==> config.mk <==
export PLATFORM = sky130hd
export DESIGN_NAME = timer_scheduler
export DESIGN_NICKNAME = d
export VERILOG_FILES = /design/src/rtl/timer_scheduler.sv
export SDC_FILE = /design/constraint.sdc
export NUM_CORES = 1
export LEC_CHECK = 0
export ABC_AREA = 1
export ABC_CLOCK_PERIOD_IN_PS = 2600
export CORE_UTILIZATION = 40
export CTS_BUF_LIST = sky130_fd_sc_hd__clkbuf_16
export DETAILED_ROUTE_END_ITERATION = 12
export PLACE_DENSITY = 0.76
export SETUP_SLACK_MARGIN = 0.05
export SYNTH_ARGS = -nofsm -noshare
export SYNTH_HDL_FRONTEND = slang
export SYNTH_SLANG_ARGS = --single-unit
==> constraint.sdc <==
create_clock -name CLK -period 2.6 [get_ports CLK]
set_clock_uncertainty 0.15 [all_clocks]
set_input_delay 0.26 -clock CLK [delete_from_list [all_inputs] [get_ports CLK]]
set_output_delay 0.26 -clock CLK [all_outputs]
set_load 0.05 [all_outputs]
==> src/rtl/timer_scheduler.sv <==
// Shared down-counting timer with round-robin arbitration between NREQ
// requesters. A granted requester holds its REQ bit while the timer counts
// its LEN down to zero. When the count expires, DONE pulses for one cycle.
// A RELEASE cycle always follows a grant, so two grants are never back to back.
module timer_scheduler #(
   parameter int NREQ = 4,
   parameter int W    = 8
) (
   input  logic              CLK,
   input  logic              RESET,
   input  logic [NREQ-1:0]   REQ,
   input  logic [NREQ*W-1:0] LEN,
   output logic [NREQ-1:0]   GNT,
   output logic [NREQ-1:0]   DONE,
   output logic              BUSY,
   output logic [W-1:0]      COUNT
);

   localparam int IW = $clog2(NREQ);

   typedef enum logic [1:0] {
      IDLE    = 2'd0,
      RUN     = 2'd1,
      EXPIRE  = 2'd2,
      RELEASE = 2'd3
   } state_t;

   state_t          state_q, state_d;
   logic [W-1:0]    count_q, count_d;
   logic [NREQ-1:0] gnt_q,   gnt_d;
   logic [NREQ-1:0] done_q,  done_d;
   logic [IW-1:0]   last_q,  last_d;   // index of the most recent grant

   logic            found;
   logic [IW-1:0]   win;
   logic [IW-1:0]   cand;
   logic [W-1:0]    win_len;

   // Round-robin search: first active request at or above last_q+1, wrapping around.
   always_comb begin
      // NOTE: every signal gets a default before the conditional logic, so no
      // path leaves it unassigned and no latch is inferred.
      found = 1'b0;
      win   = last_q;
      cand  = '0;
      for (int off = 1; off <= NREQ; off++) begin
         cand = IW'((int'(last_q) + off) % NREQ);
         if (!found && REQ[cand]) begin
            found = 1'b1;
            win   = cand;
         end
      end
   end

   // Select the delay belonging to the arbitration winner.
   always_comb begin
      win_len = '0;
      for (int i = 0; i < NREQ; i++) begin
         if (win == IW'(i)) win_len = LEN[i*W +: W];
      end
   end

   // Next-state logic. LEN is sampled only at grant time. Other REQ bits are
   // looked at only in IDLE. An abort (granted REQ dropped) wins over expiry.
   always_comb begin
      state_d = state_q;
      count_d = count_q;
      gnt_d   = gnt_q;
      done_d  = '0;
      last_d  = last_q;
      case (state_q)
         IDLE: begin
            if (found) begin
               state_d    = RUN;
               count_d    = win_len;
               gnt_d      = '0;
               gnt_d[win] = 1'b1;
               last_d     = win;
            end
         end
         RUN: begin
            if (!REQ[last_q]) begin
               state_d = RELEASE;
               gnt_d   = '0;
            end else if (count_q == '0) begin
               state_d = EXPIRE;
               done_d  = gnt_q;
            end else begin
               count_d = count_q - W'(1);
            end
         end
         EXPIRE: begin
            state_d = RELEASE;
            gnt_d   = '0;
         end
         RELEASE: begin
            state_d = IDLE;
         end
         default: begin
            state_d = IDLE;
            gnt_d   = '0;
         end
      endcase
   end

   // State register with synchronous reset. LAST resets to NREQ-1 so that
   // requester 0 wins the first arbitration.
   always_ff @(posedge CLK) begin
      // NOTE: sequential state uses non-blocking assignments only, so every
      // flop samples the values from before this edge.
      if (RESET) begin
         state_q <= IDLE;
         count_q <= '0;
         gnt_q   <= '0;
         done_q  <= '0;
         last_q  <= IW'(NREQ - 1);
      end else begin
         state_q <= state_d;
         count_q <= count_d;
         gnt_q   <= gnt_d;
         done_q  <= done_d;
         last_q  <= last_d;
      end
   end

   assign GNT   = gnt_q;
   assign DONE  = done_q;
   assign COUNT = count_q;
   assign BUSY  = (state_q != IDLE);

endmodule

==> flow_metrics.env <==
export IMPL_synth_edf_count=0
export IMPL_die_area_sq_mm=0.00423
export IMPL_synthTopCellsByArea="dfxtp_1 (25%), nand2_1 (20%), inv_1 (8.5%)"
export IMPL_period_share=0.883
export IMPL_htree_levels=1
export IMPL_synth_cell_types=28
export IMPL_path_class="reg -> out"
export IMPL_hp_start="GNT[3]$_SDFFE_PP0P_"
export IMPL_synth_top_cell_area_share=0.252
export IMPL_die_height_um=65.0
export IMPL_reg2regPathDepth=13
export IMPL_cts_root_buf="clkbuf_16"
export IMPL_setup_tns_ns=0
export IMPL_holdPathStages=2
export IMPL_worstPathArrival_ns=1.88
export IMPL_holdBufCountCts=0
export IMPL_antenna_found_initial=0
export IMPL_powerDensity_mw_per_mm2=1440
export IMPL_cp_end_kind="primary output"
export IMPL_worst_slew_pin_slew_ns=0.523
export IMPL_grt_pass1_wl_um=7040
export IMPL_layout_nets=365
export IMPL_wirelength_um=4280
export IMPL_drv_slew=0
export IMPL_r2r_slack_ns=0.35
export IMPL_status="finished clean"
export IMPL_min_delay_worst_endpoint="DONE[3]$_SDFF_PP0_"
export IMPL_seqCellArea_sq_um=400
export IMPL_vias=1848
export IMPL_port_buffers=54
export IMPL_clock_latency_ns=0.25
export IMPL_maxCapViolations=0
export IMPL_ant_nets=0
export IMPL_path_clk_slew_ns=0.05
export IMPL_grt_start_max_net_pins=18
export IMPL_path_buf_inv=3
export IMPL_grt_usage=0.211
export IMPL_cp_common_cell="inv_1"
export IMPL_postSynthRegisterBits=20
export IMPL_row_count=22
export IMPL_dr_pass1_iters=4
export IMPL_async_flop_share=0
export IMPL_drc=0
export IMPL_path_max_fanout=6
export IMPL_cts_made_buffers=3
export IMPL_core_sq_mm=0.00374
export IMPL_die_w_um=65.0
export IMPL_slew_headroom=0.648
export IMPL_finalSetupViolCount=0
export IMPL_io_pins=55
export IMPL_syn_inst=267
export IMPL_cts_tree="built"
export IMPL_ys_flop_type="dfxtp_1"
export IMPL_crit_slowest_cell="clkdlybuf4s50_1"
export IMPL_dp_cells=366
export IMPL_multi_input_comb_area_sq_um=995
export IMPL_drt_iter0_drc=83
export IMPL_yosysWarningCount=0
export IMPL_rsz0062_at_grt="false"
export IMPL_ctsLongestPathBuffers=2
export IMPL_synth_most_common_cell="nand2_1"
export IMPL_p_leak_nw=1.03
export IMPL_yosysTopAreaCell="dfxtp_1"
export IMPL_utilization=0.601
export IMPL_cts_resized=0
export IMPL_syn_nets=309
export IMPL_start_kind="register"
export IMPL_initial_utilization=0.424
export IMPL_cp_top_family="buffers and inverters"
export IMPL_whs_ns=0.308
export IMPL_seq_area_frac_synth=0.252
export IMPL_setup_ws_ns=0.305
export IMPL_synthTopCellsByCount="nand2_1 (85), inv_1 (36), a21oi_1 (22)"
export IMPL_final_min_clock_period_ns=2.29
export IMPL_diodes=0
export IMPL_cpPeakStageDelay_ns=0.80
export IMPL_hold_violations=0
export IMPL_clock_sinks=20
export IMPL_avgViaCountPerCell=5.01
export IMPL_grt_overflow=0
export IMPL_grt_pass1_vias=1697
export IMPL_crit_reg2reg_launch="last_q[1]$_SDFFE_PP1P_"
export IMPL_worstPathCellList="inv_1 -> ha_1 -> inv_1 -> clkdlybuf4s50_1"
export IMPL_place_ws_ns=0.148
export IMPL_syn_avg_cell_area_sq_um=5.95
export IMPL_dp_hpwl_um=3300
export IMPL_finalNonFillerCells=369
export IMPL_place_congestion=0.852
export IMPL_drive_gt1_frac=0.0935
export IMPL_syn_to_final_growth_pct=41.7
export IMPL_ir_drop_mv=0.735
export IMPL_max_freq_ghz=0.436
export IMPL_nFillCells=392
export IMPL_crit_required_ns=2.19
export IMPL_hp_class="reg -> reg"
export IMPL_synth_area_sq_mm=0.00159
export IMPL_cts_setup_buffers=0
export IMPL_r2r_end="COUNT[4]$_SDFFE_PP0P_"
export IMPL_wl_per_cell_um=11.6
## state kept, by name, summed over array words and instances, names as in the netlist
register,count
COUNT,8
DONE,4
GNT,4
last_q,2
state_q,2
## worst register-to-register path, delay by kind of cell (launching register included)
kind                   cells  cell delay [ns]
buffers and inverters      2             0.17
flip-flops                 1             0.47
AO/OA/AOI/OAI              2             0.25
AND/OR/NAND/NOR            9             1.08
## layout make-up
cell class                      instances  share of cell area
Sequential cell                        20               0.178
Clock buffer                            3              0.0334
Tap cell                               48              0.0267
Timing Repair Buffer                   58               0.253
Multi-Input combinational cell        200               0.442
Inverter                               40              0.0667
## how the worst max path moves through the flow
stage / from / endpoint / slack, ns / cells after the start
after global routing: last_q[1]$_SDFFE_PP1P_ / COUNT[4]$_SDFFE_PP0P_ / 0.10 / 13
after CTS: COUNT[0]$_SDFFE_PP0P_ / COUNT[0]$_SDFFE_PP0P_ / 0.30 / 13
final: state_q[0]$_SDFFE_PP0P_ / BUSY / 0.31 / 4
after detailed placement: REQ[0] / COUNT[4]$_SDFFE_PP0P_ / 0.15 / 15
after global placement: REQ[0] / COUNT[2]$_SDFFE_PP0P_ / 0.18 / 14
after floorplan: COUNT[0]$_SDFFE_PP0P_ / COUNT[2]$_SDFFE_PP0P_ / 0.36 / 14
## power breakdown
| group | leakage (nW) | switching, W | total, W | internal (W) |
|---|---|---|---|---|
| Clock | 0.0370 | 0.000107 | 0.000309 | 0.000203 |
| Sequential | 0.164 | 0.0000976 | 0.000506 | 0.000409 |
| Combinational | 0.829 | 0.00160 | 0.00242 | 0.000815 |
| Total | 1.03 | 0.00181 | 0.00323 | 0.00143 |
## through the flow
| step | total power, W | cell area (sq um) |
|---|---|---|
| 3_3_place_gp | 0.00288 | 2170 |
| 2_1_floorplan | 0.00236 | 1590 |
| 3_5_place_dp | 0.00291 | 2170 |
| 4_1_cts | 0.00323 | 2250 |
| 5_1_grt | 0.00355 | 2250 |
| 6_report | 0.00323 | 2250 |
## logic make-up (layout without fill, tap and decap cells)
| group | Yosys count | count (layout) | share of synthesized area |
|---|---|---|---|
| and+or+nand+nor | 145 | 145 | 0.417 |
| AOI/OAI and AO/OA | 50 | 50 | 0.170 |
| buffers and inverters | 47 | 101 | 0.124 |
| DFF | 20 | 20 | 0.252 |
| adders and majority gates | 4 | 4 | 0.0315 |
| xor gates and xnor gates | 1 | 1 | 0.00551 |
## cell usage in the layout (no fill, tap or decap), types with 2 or more instances in the layout
master / Yosys / routed
nand2_1: 85 / 84
clkdlybuf4s50_1: 0 / 54
inv_1: 36 / 36
a21oi_1: 22 / 22
nand3_1: 21 / 21
dfxtp_1: 20 / 20
o21ai_0: 17 / 17
nor2_1: 16 / 16
nand2_2: 5 / 6
nand4_1: 5 / 5
inv_2: 4 / 4
o21ai_1: 4 / 4
nand3_2: 4 / 4
ha_1: 4 / 4
buf_4: 1 / 4
nand2_4: 3 / 3
clkbuf_16: 0 / 3
a32oi_1: 2 / 2
nor2_2: 2 / 2
a31oi_1: 2 / 2
a21oi_2: 2 / 2
## layer usage
| layer | vias to the layer above | track usage | share of wire |
|---|---|---|---|
| li1 | 967 | - | - |
| met1 | 827 | 0.242 | 0.43 |
| met2 | 48 | 0.392 | 0.50 |
| met3 | 6 | 0.0546 | 0.058 |
| met4 | 0 | 0.0380 | 0.011 |
| met5 | - | 0 | 0 |
(Power assumes the default switching activity.)
